==> src/rtl/sif_pkg.sv <==
// Shared SIF bus constants and write-driver state encoding.
package sif_pkg;

  localparam int SIF_ADDR_W = 16;
  localparam int SIF_DATA_W = 16;

  // Level of wa_wr_s that marks an active write strobe.
  localparam logic ENABLE = 1'b1;

  typedef enum logic [1:0] {
    IDLE,
    SETUP,
    STROBE,
    HOLD
  } w_drv_state_t;

endpackage

==> src/rtl/sif_req_fifo.sv <==
// Synchronous request FIFO with wrap-bit pointers; the storage array is not reset.
module sif_req_fifo #(
  parameter int DEPTH = 4,
  parameter int WIDTH = 32
) (
  input  logic             clk,
  input  logic             rst_n,
  input  logic             push_i,
  input  logic             pop_i,
  input  logic [WIDTH-1:0] wdata_i,
  output logic [WIDTH-1:0] rdata_o,
  output logic             full_o,
  output logic             empty_o
);

  localparam int AW = $clog2(DEPTH);
  localparam logic [AW:0] PTR_ONE = {{AW{1'b0}}, 1'b1};

  logic [AW:0]      wr_ptr_q, rd_ptr_q;
  logic [WIDTH-1:0] mem_q [DEPTH];
  logic             do_push, do_pop;

  // Extra MSB distinguishes full from empty when the index bits match.
  assign full_o  = (wr_ptr_q[AW] != rd_ptr_q[AW]) &&
                   (wr_ptr_q[AW-1:0] == rd_ptr_q[AW-1:0]);
  assign empty_o = (wr_ptr_q == rd_ptr_q);
  assign do_push = push_i && !full_o;
  assign do_pop  = pop_i && !empty_o;
  assign rdata_o = mem_q[rd_ptr_q[AW-1:0]];

  always_ff @(posedge clk or negedge rst_n) begin
    if (!rst_n) begin
      wr_ptr_q <= '0;
      rd_ptr_q <= '0;
    end else begin
      if (do_push) wr_ptr_q <= wr_ptr_q + PTR_ONE;
      if (do_pop)  rd_ptr_q <= rd_ptr_q + PTR_ONE;
    end
  end

  always_ff @(posedge clk) begin
    if (do_push) mem_q[wr_ptr_q[AW-1:0]] <= wdata_i;
  end

endmodule

==> src/rtl/sif_w_driver.sv <==
// SIF write-channel initiator: buffers requests and drives SETUP/STROBE/HOLD write cycles.
// Optional SIF_W_DRV_STATS_EN adds saturating completed/aborted write counters.
module sif_w_driver
  import sif_pkg::*;
#(
  parameter int ADDR_W     = SIF_ADDR_W,
  parameter int DATA_W     = SIF_DATA_W,
  parameter int FIFO_DEPTH = 4,
  parameter int GAP_CYCLES = 1,
  parameter int WAIT_MAX   = 8
) (
  input  logic              clk,
  input  logic              rst_n,
  input  logic              req_valid,
  output logic              req_ready,
  input  logic [ADDR_W-1:0] req_addr,
  input  logic [DATA_W-1:0] req_data,
  output logic [ADDR_W-1:0] wa_addr,
  output logic [DATA_W-1:0] wa_data_wr,
  output logic              wa_wr_s,
  input  logic              wa_wait,
  output logic              busy,
  output logic              err_timeout
`ifdef SIF_W_DRV_STATS_EN
  ,
  output logic [15:0]       wr_done_cnt,
  output logic [7:0]        wr_abort_cnt
`endif
);

  localparam int WCW = $clog2(WAIT_MAX + 1);
  localparam logic [WCW-1:0] WAIT_LIM = WCW'(WAIT_MAX);
  localparam logic [WCW-1:0] WAIT_ONE = WCW'(1);
  localparam logic [3:0]     GAP_LAST = 4'(GAP_CYCLES - 1);

  w_drv_state_t      state_q, state_d;
  logic [ADDR_W-1:0] addr_q, addr_d;
  logic [DATA_W-1:0] data_q, data_d;
  logic [WCW-1:0]    wait_cnt_q, wait_cnt_d;
  logic [3:0]        gap_cnt_q, gap_cnt_d;
  logic              err_q, err_d;
  logic              init_q;
  logic              pop, done, abort;
  logic              fifo_full, fifo_empty;
  logic [ADDR_W+DATA_W-1:0] fifo_rdata;

  sif_req_fifo #(
    .DEPTH (FIFO_DEPTH),
    .WIDTH (ADDR_W + DATA_W)
  ) u_fifo (
    .clk     (clk),
    .rst_n   (rst_n),
    .push_i  (req_valid && req_ready),
    .pop_i   (pop),
    .wdata_i ({req_addr, req_data}),
    .rdata_o (fifo_rdata),
    .full_o  (fifo_full),
    .empty_o (fifo_empty)
  );

  always_comb begin
    state_d    = state_q;
    addr_d     = addr_q;
    data_d     = data_q;
    wait_cnt_d = wait_cnt_q;
    gap_cnt_d  = gap_cnt_q;
    err_d      = 1'b0;
    pop        = 1'b0;
    done       = 1'b0;
    abort      = 1'b0;
    case (state_q)
      IDLE: begin
        if (!fifo_empty) begin
          pop              = 1'b1;
          {addr_d, data_d} = fifo_rdata;
          state_d          = SETUP;
        end
      end
      SETUP: begin
        wait_cnt_d = '0;
        state_d    = STROBE;
      end
      STROBE: begin
        // Abort only once WAIT_MAX stall edges have already been absorbed.
        if (!wa_wait) begin
          done = 1'b1;
        end else if (wait_cnt_q == WAIT_LIM) begin
          abort = 1'b1;
          err_d = 1'b1;
        end else begin
          wait_cnt_d = wait_cnt_q + WAIT_ONE;
        end
        if (done || abort) begin
          gap_cnt_d = '0;
          state_d   = (GAP_CYCLES == 0) ? IDLE : HOLD;
        end
      end
      HOLD: begin
        if (gap_cnt_q == GAP_LAST) state_d = IDLE;
        else                       gap_cnt_d = gap_cnt_q + 4'd1;
      end
      default: state_d = IDLE;
    endcase
  end

  always_ff @(posedge clk or negedge rst_n) begin
    if (!rst_n) begin
      state_q    <= IDLE;
      addr_q     <= '0;
      data_q     <= '0;
      wait_cnt_q <= '0;
      gap_cnt_q  <= '0;
      err_q      <= 1'b0;
      init_q     <= 1'b0;
    end else begin
      state_q    <= state_d;
      addr_q     <= addr_d;
      data_q     <= data_d;
      wait_cnt_q <= wait_cnt_d;
      gap_cnt_q  <= gap_cnt_d;
      err_q      <= err_d;
      init_q     <= 1'b1;
    end
  end

  // Strobe decodes straight from the state flop so an async reset drops it at once.
  assign wa_wr_s     = (state_q == STROBE) & ENABLE;
  assign wa_addr     = addr_q;
  assign wa_data_wr  = data_q;
  assign req_ready   = init_q && !fifo_full;
  assign busy        = (state_q != IDLE) || !fifo_empty;
  assign err_timeout = err_q;

`ifdef SIF_W_DRV_STATS_EN
  function automatic logic [15:0] sat_inc16(input logic [15:0] v);
    return (v == 16'hFFFF) ? v : v + 16'd1;
  endfunction

  function automatic logic [7:0] sat_inc8(input logic [7:0] v);
    return (v == 8'hFF) ? v : v + 8'd1;
  endfunction

  logic [15:0] done_cnt_q;
  logic [7:0]  abort_cnt_q;

  always_ff @(posedge clk or negedge rst_n) begin
    if (!rst_n) begin
      done_cnt_q  <= '0;
      abort_cnt_q <= '0;
    end else begin
      if (done)  done_cnt_q  <= sat_inc16(done_cnt_q);
      if (abort) abort_cnt_q <= sat_inc8(abort_cnt_q);
    end
  end

  assign wr_done_cnt  = done_cnt_q;
  assign wr_abort_cnt = abort_cnt_q;
`endif

endmodule

==> config.mk <==
export PLATFORM = sky130hd
export DESIGN_NAME = sif_w_driver
export DESIGN_NICKNAME = d
export VERILOG_FILES = /design/src/rtl/sif_pkg.sv /design/src/rtl/sif_req_fifo.sv /design/src/rtl/sif_w_driver.sv
export SDC_FILE = /design/constraint.sdc
export NUM_CORES = 1
export LEC_CHECK = 0
export BUFFER_PORTS_ARGS = -buffer_cell sky130_fd_sc_hd__buf_2
export CAP_MARGIN = 30
export CORE_MARGIN = 4
export CORE_UTILIZATION = 45
export CTS_CLUSTER_DIAMETER = 60
export DETAILED_ROUTE_END_ITERATION = 16
export GPL_TIMING_DRIVEN = 0
export SYNTH_ARGS = -nofsm -noshare
export SYNTH_HDL_FRONTEND = slang
export SYNTH_HIERARCHICAL = 1
export SYNTH_SLANG_ARGS = --single-unit
==> constraint.sdc <==
create_clock -name clk -period 4.3 [get_ports clk]
set_clock_uncertainty 0.15 [all_clocks]
set_input_delay 0.215 -clock clk [delete_from_list [all_inputs] [get_ports clk]]
set_output_delay 0.215 -clock clk [all_outputs]
set_load 0.01 [all_outputs]
* Word-level counts from Yosys, hierarchy flattened *
Memories as Yosys holds them, arrays and structs flattened. A register that Yosys moved wholly into a read port is not among the register bits.
Cells that the tools add are included.

storage, ports and cells
  register bits after elaboration = 18
  latch bits = 0
  memory bits (writable) = 128
  bits in read-only memories = 0
  input bits = 36
  output and inout bits = 36
  word-level logic and storage cells = 65
  memories kept = 1

operators by class
  $add $sub $neg = 4
  multiply operators = 0
  divide/modulo/power cells = 0
  order comparisons = 0
  equality and inequality tests = 13
  shifts and indexed selects = 0
  muxes and demuxes = 20
  bitwise gates (word level) = 1
  reductions and logical operators = 19

memories
  memory        depth  width  read ports  clocked after Yosys merged registers in  wr ports  RTL line            text
  u_fifo.mem_q  4      32     1           1                                        1         sif_req_fifo.sv:20  logic [WIDTH-1:0] mem_q [DEPTH];

operators by type and width
  cell                                                   count
  two-way mux 4 bit                                      4
  one-hot mux 4 bit (2 select lines)                     2
  two-way mux 1 bit                                      10
  AND reduction 3 bit                                    3
  adder 4 x 1 -> 4 bit, second input constant            2
  inequality test 2 bit, second input constant           4
  one-hot mux 2 bit (4 select lines)                     1
  adder 3 x 1 -> 3 bit, second input constant            2
  two-way mux 2 bit                                      3
  nonzero test 2 bit                                     3
  logical AND 1 bit                                      5
  equality test 2 bit, second input constant             2
  equality test 4 bit, second input constant             1
  logical NOT 4 bit                                      1
  inequality test 2 x 1 -> 1 bit, second input constant  2
  equality test 3 bit                                    1
  logical NOT 1 bit                                      3
  equality test 2 x 1 -> 1 bit, second input constant    1
  equality test 2 bit                                    1
  logical NOT 2 bit                                      1
  logical OR 1 bit                                       2
  AND reduction 2 bit                                    1
  inequality test 1 bit                                  1
  NOT 1 bit                                              1

* Logic depth before layout (Yosys ltp) *
Gate-level depths: netlist of run 1.

  depth after elaboration = 8
  depth in mapped cells = 9
  gate-level depth less buffers = 8

* By module *
Netlist of run 1, hierarchy kept.

by module, submodules not included
  module        times used  cells each  area an instance (um^2)  seq. area each (um^2)
  sif_req_fifo  1           216         5,077.4                  3,993.8
  sif_w_driver  1           144         1,985.7                  1,101.1

* Least setup slack after synthesis of run 1 *
Ideal clock, no wire load.

  path kind = register -> register
  from = reg u_fifo.rd_ptr_q[0]
  to = mem u_fifo.mem_q[3][0] (enable)
  library setup time = 0.444 ns
  arrival = 3.102 ns
  slack = 0.604 ns
  cell stages (with the launch flop) = 9
  buffers on the path = 1
  cells stage by stage = dfrtp_1 > buf_6 > xnor2_1 > nand3_1 > inv_1 > nor2b_1 > and2_1 > nand2_1 > a31oi_1

on the way
  longest elaborated chain between the ends = 8

RTL lines
  element                                  RTL line             text
  from (decl)                              sif_req_fifo.sv:19   logic [AW:0] wr_ptr_q, rd_ptr_q;
  from (signal assigned)                   sif_req_fifo.sv:37   if (do_pop) rd_ptr_q <= rd_ptr_q + PTR_ONE;
  equality test 2 bit                      sif_req_fifo.sv:25   (wr_ptr_q[AW-1:0] == rd_ptr_q[AW-1:0]);
  logical AND 1 bit                        sif_req_fifo.sv:24   assign full_o = (wr_ptr_q[AW] != rd_ptr_q[AW]) &&
  via fifo_full                            sif_w_driver.sv:44   logic fifo_full, fifo_empty;
  logical NOT 1 bit                        sif_w_driver.sv:130  assign req_ready = init_q && !fifo_full;
  logical AND 1 bit                        sif_w_driver.sv:130
  via req_ready                            sif_w_driver.sv:15   output logic req_ready,
  logical AND 1 bit                        sif_w_driver.sv:53   .push_i (req_valid && req_ready),
  logical AND 1 bit                        sif_req_fifo.sv:27   assign do_push = push_i && !full_o;
  two-way mux 1 bit                        sif_req_fifo.sv:42   if (do_push) mem_q[wr_ptr_q[AW-1:0]] <= wdata_i;
  two-way mux 1 bit (implied by the code)  sif_req_fifo.sv:42
  to (decl)                                sif_req_fifo.sv:20

The timed path passes the listed nets, and every way through them passes these cells.

* Final worst setup path of run 1 *
  from = reg u_fifo.rd_ptr_q[0]
  to = mem u_fifo.mem_q[3][9] (enable)

on the way
  longest elaborated chain between the ends = 8

RTL lines
  element                                    RTL line
  equality test 2 bit *                      sif_req_fifo.sv:25
  logical AND 1 bit *                        sif_req_fifo.sv:24
  via fifo_full                              sif_w_driver.sv:44
  logical NOT 1 bit *                        sif_req_fifo.sv:27, sif_w_driver.sv:130
  logical AND 1 bit                          sif_w_driver.sv:130
  logical AND 1 bit                          sif_w_driver.sv:53
  logical AND 1 bit *                        sif_req_fifo.sv:27
  two-way mux 1 bit *                        sif_req_fifo.sv:42
  two-way mux 1 bit (implied by the code) *  sif_req_fifo.sv:42

Mark *: on every way through the listed nets, which the timed path passes. The rest lies on a longest branch.

==> metrics, run 1 <==
worst path required time 4.28 ns; Avg Vias per Cell between 5 and 6; antenna diode count 0; DRC viols 0; P_int 4.08 mW; Yosys warning count 6; Die Width between 100 and 150 um; FF-to-FF Start u_fifo/rd_ptr_q[0]; core area around 0.015 mm2; RR Endpoint u_fifo/mem_q[3][9]; # rows 45; # clock sinks about 180; Worst R2R Path Depth 9; root buffer cell clkbuf_16; min-delay src req_valid; CP Capture Type flip-flop; gpl congestion 0.706; Synthesized Nets between 400 and 500; clk buf depth 2; worst vdd ir ~0.31 mV; vias in the first global route ~3900; die footprint between 0.015 and 0.02 mm2; final setup TNS 0 ns; Post-synth EDFFs 128; P per Cell Area between 600 and 700 mW/mm2; Post-DP Area approximately 0.0078 mm2; pin count of the biggest net entering global routing 27; area delta synth->final 23.9%; Min Hold Slack 0.154 ns; Multi-input gate area 0.00185 mm2; startpoint types flip-flop; #FFs+latches synth 178; hold_buf cts 34; Max-slew headroom between 40% and 50%; fin area about 0.0088 mm2; 1st-iter DRT viols 211; Mapped Area between 0.007 and 0.008 mm2; slowest CP cell a31oi_4; DR vias roughly 3600; drt total wl approximately 13000 um; WL/cell between 15 and 20 um; Setup Fix Bufs, Post-CTS 0; top fanout value on the critical path 18; post-route minimum period roughly 2.9 ns; detailed placer's ending HPWL 8300 um; Leakage Power ~3.3 nW; Hold Path Stages 4; first-pass GRT wire length between 20000 and 25000 um; Worst Hold End u_fifo/wr_ptr_q[0]; gr ovfl total 0; status completed; post-route insts no fill roughly 700; reg-to-reg slack, setup roughly 1.4 ns; GRT Total Usage about 16%; Starting Density a little under half; part of the power in combinational logic between 30 and 40%; initial antenna violation count 0; fin nets roughly 540; Slew @ Worst Pin ~0.82 ns; syn_area_per_cell 19.6 um2; Fillers about 1200; type of the most critical hold path primary input to flip-flop; share of cells above drive strength 1 36.3%; CTS tree yes; first drt pass iteration count 6; Tcrit/Tclk final around two thirds; Switching Share a little under a third; Skew-Pair Late Insertion Delay roughly 0.42 ns; critical path type flip-flop to flip-flop; Seq pwr share 41.0%; Synth async-reset ratio between 20% and 30%; TritonCTS Buffers 17; Max Cap Viol 0; Placed Cells 647; Most used DFF post-synth edfxtp_1; Yosys cell types 44; Final ANT Viol Nets 0; Die Y around 130 um; CP Cell Sequence buf_6, xnor2_1, nand3_1, inv_1, nor2b_1, and2_1, nand2_1, a31oi_4, buf_16; clock power share 26.3%; clock transition at the registers of the reported paths around 0.060 ns; PortBufs slightly above 70; fmax 341 MHz; Slowest Stage Delay on Critical Path 0.67 ns; final slew viol count 0; Sw Pwr approximately 1.8 mW; final hold violation count 0; Reg area 0.00509 mm2; register area share after synthesis just over 70%; # IOs 72; Crit path arrival time a little under 3 ns; RSZ-0062 raised after global routing false; H-tree depth reported by CTS 4; CTS-repair resized insts 0; Setup-failing EPs final 0; Power Total a little under 6 mW; synthesized instance count between 300 and 400
routing by layer:
| metal | part of all wire (%) | vias to the layer above | global-route usage, % | wire length [um] |
|---|---|---|---|---|
| li1 | - | 1679 | - | - |
| met1 | 43 | 1884 | 19.0 | 5570 |
| met2 | 51 | 67 | 26.2 | 6550 |
| met3 | 4.2 | 14 | 4.31 | 538 |
| met4 | 1.4 | 0 | 6.34 | 177 |
| met5 | 0 | - | 0 | 0 |
how the worst max path moves through the flow:
stage	startpoint	to	slack, ns	depth (start not counted)
3_3_place_gp	u_fifo/rd_ptr_q[0]	u_fifo/mem_q[3][11]	-0.96	8
3_5_place_dp	u_fifo/rd_ptr_q[0]	u_fifo/mem_q[3][11]	1.34	9
6_report	u_fifo/rd_ptr_q[0]	u_fifo/mem_q[3][9]	1.37	9
2_1_floorplan	u_fifo/rd_ptr_q[0]	u_fifo/mem_q[3][0]	0.60	8
5_1_grt	u_fifo/rd_ptr_q[0]	u_fifo/mem_q[3][17]	1.15	9
4_1_cts	u_fifo/rd_ptr_q[0]	u_fifo/mem_q[3][7]	1.32	9
worst max-delay path: cells and delay by family (launching register included):
family / cells / cell delay (ns)
AND/OR/NAND/NOR: 4 / 0.73
AO/OA/AOI/OAI: 1 / 0.67
flip-flops: 1 / 0.39
buffers and inverters: 3 / 0.47
XOR/XNOR: 1 / 0.22
power by group through the flow:
stage / clock network, mW / registers (mW) / logic, mW
6_report: 1.53 / 2.39 / 1.91
5_1_grt: 1.64 / 2.43 / 2.10
4_1_cts: 1.57 / 2.40 / 1.95
3_5_place_dp: 0 / 2.43 / 1.92
3_3_place_gp: 0 / 2.42 / 1.82
2_1_floorplan: 0 / 2.47 / 1.26
synthesized netlist by cell type (2+ instances only):
cell      number  share of area [%]
a211o_1        2               0.25
a211oi_1       4               0.43
a21oi_1        5               0.35
a221o_1        2               0.28
a31oi_1        2               0.18
and2_1         2               0.18
and3_1         8               0.71
buf_2          3               0.21
buf_4          7               0.74
dfrtp_1       50                 18
edfxtp_1     128                 54
ha_1          14                2.5
inv_1         14               0.74
mux2_1         7                1.1
mux2_2        25                4.0
mux2i_1        2               0.28
mux4_2        32                 10
nand2_1        6               0.32
nand2b_1       4               0.35
nand3_1        2               0.14
nand3b_1       2               0.21
nor2_1         3               0.16
nor2b_1        3               0.27
nor3_1         2               0.14
o22ai_1        2               0.18
o31ai_1        5               0.53
xnor2_1        5               0.62
xor2_1         3               0.37
metrics by stage:
step	util (%)	worst slack [ns]
after global routing	57.1	1.15
final	57.1	1.37
after floorplan	-	0.604
after detailed placement	51.1	1.34
after CTS	57.1	1.32
after global placement	50.2	-0.965
cell families (layout without fill, tap and decap cells):
kind of cell	after synthesis	after routing	share of synthesized area, %
flops	178	178	72.1
mux	67	67	15.8
simple gates	36	36	3.06
compound gates	29	29	3.33
buf+inv	26	167	1.91
fa+ha+maj	14	14	2.48
xor+xnor	9	9	1.22
other cells	1	1	0.0531
final cells by class:
type,count,share of cell area [%]
sequential,178,58.2
multi-input combinational,156,21.2
timing repair buffer,110,9.35
clock buffer,17,4.86
tap,211,3.02
clock inverter,14,1.84
buffer,12,0.944
inverter,14,0.601
layout by cell type, fill, tap and decap left out, types with 5 or more instances in the layout:
cell and instances:
edfxtp_1 128, buf_2 74, dfrtp_1 50, dlygate4sd3_1 34, mux4_2 32, mux2_2 25
clkbuf_16 17, inv_1 14, ha_1 14, buf_4 7, mux2_1 7, nand2_1 6
and3_1 5, a21oi_1 5, xnor2_1 5, o31ai_1 5
registers in the layout (all words and copies together) (netlist names):
register	cells
wait_cnt_q	4
u_fifo/mem_q	128
u_fifo/wr_ptr_q	3
state_q	2
init_q	1
u_fifo/rd_ptr_q	3
wa_data_wr	16
err_timeout	1
gap_cnt_q	4
wa_addr	16
Note: power is estimated with default switching activity, not from simulation.
==> inputs of run 2 (changes only) <==
Clock period 4.3 ns to 2.9 ns, I/O delays scaled along.
==> metrics, run 2 (same netlist as run 1, synthesis figures left out) <==
status completed (unchanged); Final ANT Viol Nets 0 (unchanged); GRT Total Usage 15.5% (about the same); Starting Density 46.1% (unchanged); Buf+Inv Stages, Crit Path 3 (unchanged); Crit path arrival time 2.64 ns (was 2.91 ns); detailed placer's ending HPWL 8030 um (was 8300 um); antenna diode count 0 (unchanged); P per Cell Area 973 mW/mm2 (was 666 mW/mm2); Multi-input gate area 0.00185 mm2 (unchanged); CTS-repair resized insts 0 (unchanged); DR vias 3649 (was 3644); Fillers 1204 (was 1203); fmax 375 MHz (was 341 MHz); WL/cell 17.7 um (was 18.0 um); RR Endpoint u_fifo/mem_q[1][10] (was u_fifo/mem_q[3][9]); clock transition at the registers of the reported paths 0.06 ns (about the same); pre-CTS WS 0.0306 ns (was 1.34 ns); Leakage Power 3.27 nW (was 3.30 nW); reg-to-reg slack, setup 0.23 ns (was 1.37 ns); # clock sinks 178 (unchanged); Setup WS post-layout 0.235 ns (was 1.37 ns); fin nets 540 (was 539); root buffer cell clkbuf_16 (unchanged); Setup-failing EPs final 0 (unchanged); worst path required time 2.88 ns (was 4.28 ns); PortBufs 71 (unchanged); Worst R2R Path Depth 8 (was 9); Worst Hold End u_fifo/wr_ptr_q[0] (unchanged); Hold Path Stages 4 (unchanged); slowest CP cell and3_2 (was a31oi_4); Die Width 133 um (unchanged); Placed Cells 647 (unchanged); area delta synth->final 23.3% (was 23.9%); Post-DP Area 0.00780 mm2 (was 0.00782 mm2); clk buf depth 2 (unchanged); H-tree depth reported by CTS 4 (unchanged); RSZ-0062 raised after global routing false (unchanged); # rows 45 (unchanged); startpoint types flip-flop (unchanged); critical path type flip-flop to flip-flop (unchanged); # IOs 72 (unchanged); CP Capture Type flip-flop (unchanged); Tcrit/Tclk final 91.9% (was 68.2%); CTS tree yes (unchanged); CP Cell Sequence buf_6, xnor2_1, nand3_1, inv_1, nor2b_1, and2_1, and3_2, buf_12 (was buf_6, xnor2_1, nand3_1, inv_1, nor2b_1, and2_1, nand2_1, a31oi_4, buf_16); first-pass GRT wire length 20800 um (about the same); min-delay src req_valid (unchanged); gr ovfl total 0 (unchanged); Die Y 133 um (unchanged); Slowest Stage Delay on Critical Path 0.53 ns (was 0.67 ns); Reg area 0.00509 mm2 (unchanged); DRC viols 0 (unchanged); fin area 0.00871 mm2 (was 0.00875 mm2); worst vdd ir 0.673 mV (was 0.315 mV); post-route insts no fill 714 (was 712); die footprint 0.0178 mm2 (unchanged); Skew-Pair Late Insertion Delay 0.42 ns (about the same); TritonCTS Buffers 17 (unchanged); final slew viol count 0 (unchanged); final setup TNS 0 ns (unchanged); share of cells above drive strength 1 36.4% (was 36.3%); top fanout value on the critical path 19 (was 18); initial antenna violation count 0 (unchanged); Top delay family on crit path simple AND/OR/NAND/NOR gates (unchanged); first drt pass iteration count 4 (was 6); most common cell after layout, fill and taps aside edfxtp_1 (unchanged); post-route minimum period 2.67 ns (was 2.93 ns); final hold violation count 0 (unchanged); drt total wl 12600 um (was 12800 um); 1st-iter DRT viols 250 (was 211); Max Cap Viol 0 (unchanged); type of the most critical hold path primary input to flip-flop (unchanged); Largest register FFs 128 (unchanged); core area 0.0153 mm2 (unchanged); Max-slew headroom 54.8% (was 45.5%); gpl congestion 0.783 (was 0.706); Slew @ Worst Pin 0.678 ns (was 0.817 ns); most frequent cells in the layout edfxtp_1, buf_2, dfrtp_1, dlygate4sd3_1, mux4_2 (unchanged); FF-to-FF Start u_fifo/rd_ptr_q[0] (unchanged); pin count of the biggest net entering global routing 28 (was 27); Avg Vias per Cell 5.11 (was 5.12); vias in the first global route 3860 (was 3947)
run 2: through the flow:
| step | hold slack (ns) | utilization [%] | total power, mW |
|---|---|---|---|
| 2_1_floorplan | -0.301 | - | 5.55 |
| 3_3_place_gp | 0.206 | 50.3 | 6.33 |
| 3_5_place_dp | 0.0734 | 50.9 | 6.41 |
| 4_1_cts | 0.0768 | 56.8 | 8.61 |
| 5_1_grt | 0.130 | 56.8 | 9.02 |
| 6_report | 0.0836 | 56.8 | 8.47 |
run 2: area by class of cell:
type | count | share of cell area (%)
flip-flops and latches | 178 | 58.5
multi-input cells | 156 | 21.3
repair buffers | 111 | 9.23
clock buffers | 21 | 5.17
well taps | 211 | 3.03
clock inverters | 11 | 1.22
plain buffers | 12 | 0.949
inverters | 14 | 0.604
run 2: routing by layer:
metal  GRT usage, %  wire length, um  up-vias
met3           3.85              692       15
met5              0                0        -
met2           24.9             6220       89
met1           20.7             5500     1857
li1               -                -     1688
met4           5.66              193        0
run 2: power by group:
group	leakage (nW)	switching, mW	internal [mW]
clock network	0.264	0.929	1.21
logic	1.24	1.39	1.40
registers	1.77	0.255	3.29
run 2: tightest hold or removal path, cell delays in order:
cell     delay, ns
buf_2         0.09
and2_1        0.20
o31ai_1       0.11
xnor2_1       0.07
run 2: how the worst max path moves through the flow:
| stage | from | end | slack (ns) | cells after the start |
|---|---|---|---|---|
| 2_1_floorplan | u_fifo/rd_ptr_q[0] | u_fifo/mem_q[0][0] | 0.13 | 7 |
| 3_3_place_gp | u_fifo/rd_ptr_q[0] | u_fifo/mem_q[0][15] | -0.70 | 7 |
| 3_5_place_dp | u_fifo/rd_ptr_q[0] | u_fifo/mem_q[3][8] | 0.03 | 9 |
| 4_1_cts | u_fifo/rd_ptr_q[0] | u_fifo/mem_q[3][10] | 0.0007 | 9 |
| 5_1_grt | u_fifo/rd_ptr_q[0] | u_fifo/mem_q[0][16] | 0.04 | 8 |
| 6_report | u_fifo/rd_ptr_q[0] | u_fifo/mem_q[1][10] | 0.23 | 8 |
run 2: repair_timing:
item	CTS	global route
hold buffers	34	0
setup buffers	0	1
setup endpoints to repair	0	22
hold endpoints to repair	152	0
==> inputs of run 3 (changes only) <==
Settings changed: SYNTH_HIERARCHICAL 1 to not set.
==> metrics, run 3 <==
status completed (unchanged); post-route minimum period 2.48 ns (was 2.67 ns); core area 0.0152 mm2 (was 0.0153 mm2); Tcrit/Tclk final 85.5% (was 91.9%); top post-synthesis cells by count edfxtp_1, dfrtp_1, mux4_2, mux2_4, inv_1 (was edfxtp_1, dfrtp_1, mux4_2, mux2_2); final slew viol count 0 (unchanged); Most used DFF post-synth edfxtp_1 (unchanged); most common cell after layout, fill and taps aside edfxtp_1 (unchanged); fmax 403 MHz (was 375 MHz); Synth async-reset ratio 28.1% (unchanged); critical path type flip-flop to flip-flop (unchanged); register area share after synthesis 72.7% (was 72.1%); pin count of the biggest net entering global routing 33 (was 28); CP Capture Type flip-flop (unchanged); clk buf depth 2 (unchanged); share of cells above drive strength 1 39.4% (was 36.4%); type of the most critical hold path primary input to flip-flop (unchanged); Setup-failing EPs final 0 (unchanged); vias in the first global route 3719 (was 3860); Sw Pwr 2.51 mW (was 2.57 mW); Final ANT Viol Nets 0 (unchanged); Setup WS post-layout 0.419 ns (was 0.235 ns); most frequent cells in the layout edfxtp_1, buf_2, dfrtp_1, dlygate4sd3_1, mux4_2 (unchanged); RSZ-0062 raised after global routing false (unchanged); Yosys cell types 40 (was 44); Yosys warning count 0 (was 6); clock transition at the registers of the reported paths 0.06 ns (about the same); TritonCTS Buffers 17 (unchanged); Synth area leader edfxtp_1 (unchanged); area delta synth->final 23.4% (was 23.3%); clock power share 26.9% (was 25.2%); first-pass GRT wire length 19900 um (was 20800 um); #FFs+latches synth 178 (unchanged); PortBufs 71 (unchanged); GRT Total Usage 14.9% (was 15.5%); Leakage Power 3.34 nW (was 3.27 nW); Largest register FFs 128 (unchanged); die footprint 0.0176 mm2 (was 0.0178 mm2); WL/cell 18.4 um (was 17.7 um); Fillers 1176 (was 1204); Crit path arrival time 2.45 ns (was 2.64 ns); Slowest Stage Delay on Critical Path 0.54 ns (was 0.53 ns); Switching Share 28.9% (was 30.3%); part of the power in combinational logic 32.7% (was 32.9%); Buf+Inv Stages, Crit Path 2 (was 3); Top delay family on crit path simple AND/OR/NAND/NOR gates (unchanged); P_int 6.20 mW (was 5.90 mW); # IOs 72 (unchanged); top cell type's share of synthesized area 54.9% (was 54.4%); Skew-Pair Late Insertion Delay 0.42 ns (about the same); drt total wl 12400 um (was 12600 um); gpl congestion 0.681 (was 0.783); # clock sinks 178 (unchanged); DR vias 3479 (was 3649); Min Hold Slack 0.0294 ns (was 0.0836 ns); slowest CP cell and2_2 (was and3_2); Seq pwr share 40.4% (was 41.9%); DRC viols 0 (unchanged); Reg area 0.00509 mm2 (unchanged); fin nets 521 (was 540); CTS tree yes (unchanged); Synthesized Nets 392 (was 410); Post-synth EDFFs 128 (unchanged); # rows 45 (unchanged); antenna diode count 0 (unchanged); CP Cell Sequence buf_4, xnor2_1, a31oi_1, and2_2, buf_12 (was buf_6, xnor2_1, nand3_1, inv_1, nor2b_1, and2_1, and3_2, buf_12); worst path required time 2.87 ns (was 2.88 ns); Starting Density 46.1% (about the same); Synth area leaders edfxtp_1, dfrtp_1, mux4_2 (unchanged); most common cell in the synthesized netlist edfxtp_1 (unchanged); root buffer cell clkbuf_16 (unchanged); H-tree depth reported by CTS 4 (unchanged); final hold violation count 0 (unchanged); syn_area_per_cell 20.4 um2 (was 19.6 um2); Avg Vias per Cell 5.17 (was 5.11); pre-CTS WS 0.423 ns (was 0.0306 ns); startpoint types flip-flop (unchanged); Multi-input gate area 0.00178 mm2 (was 0.00185 mm2); detailed placer's ending HPWL 7840 um (was 8030 um); P per Cell Area 1010 mW/mm2 (was 973 mW/mm2); Max Cap Viol 0 (unchanged); first drt pass iteration count 4 (unchanged); top fanout value on the critical path 19 (unchanged); Slew @ Worst Pin 0.704 ns (was 0.678 ns); synthesized instance count 343 (was 360); worst vdd ir 0.459 mV (was 0.673 mV); initial antenna violation count 0 (unchanged); Mapped Area 0.00701 mm2 (was 0.00706 mm2); CTS-repair resized insts 0 (unchanged); Max-slew headroom 53.1% (was 54.8%); gr ovfl total 0 (unchanged); 1st-iter DRT viols 134 (was 250); Die Width 133 um (about the same); Die Y 133 um (about the same)
[run 3: power groups by stage]
stage	clock network (mW)	logic (mW)	registers [mW]
5_1_grt	2.49	3.12	3.58
6_report	2.34	2.85	3.52
3_3_place_gp	0	2.79	3.57
4_1_cts	2.40	2.93	3.53
2_1_floorplan	0	1.99	3.63
3_5_place_dp	0	2.88	3.57
[run 3: metrics by stage]
step | TNS, ns | std cells | util [%] | area [um2] | power, mW
finish | 0 | 673 | 56.9 | 8650 | 8.71
global route | 0 | 673 | 56.9 | 8650 | 9.19
CTS | 0 | 673 | 56.9 | 8650 | 8.85
detailed placement | 0 | 607 | 50.7 | 7700 | 6.46
global placement | -53.90 | 602 | 50.0 | 7600 | 6.36
floorplan | 0 | 343 | - | 7010 | 5.62
[run 3: logic make-up after synthesis]
kind of cell / after synthesis / synth area share (%)
other: 1 / 0.0535
buffers and inverters: 27 / 2.00
xor gates and xnor gates: 8 / 1.00
adders and majority gates: 13 / 2.32
muxes: 68 / 17.6
DFF: 178 / 72.7
AOI/OAI and AO/OA: 20 / 1.95
and+or+nand+nor: 28 / 2.41
[run 3: area by class of cell]
cell class                 instances  share of cell area (%)
timing repair buffer             110                    9.20
buffer                            13                    1.01
clock inverter                    14                    2.04
multi-input combinational        138                    20.5
tap                              188                    2.72
inverter                          14                   0.608
sequential                       178                    58.9
clock buffer                      18                    4.96
[run 3: what timing repair did]
item,4_1_cts,5_1_grt
hold buffers,34,0
hold endpoints to repair,179,0
setup buffers,0,0
[run 3: worst min-delay path: stages]
cell     delay, ns
buf_2         0.10
nand2_1       0.06
a31oi_1       0.10
xnor2_1       0.15
[run 3: final timing paths]
kind                       slack [ns]                from                  end  depth (start not counted)
min in group asynchronous        0.08               rst_n        wait_cnt_q[0]                          2
hold / removal                   0.03           req_valid   u_fifo.wr_ptr_q[0]                          4
max in group asynchronous        1.95               rst_n           wa_addr[6]                          3
setup reg to reg                 0.42  u_fifo.rd_ptr_q[0]  u_fifo.mem_q[1][14]                          5
setup / recovery                 0.42  u_fifo.rd_ptr_q[0]  u_fifo.mem_q[1][14]                          5
hold reg to reg                  0.35          wa_addr[1]           wa_addr[1]                          1
[run 3: routing by layer]
metal	wire length (um)	global-route usage [%]
met5	0	0
met4	277	6.47
met3	501	3.92
met2	6160	24.3
met1	5480	19.1
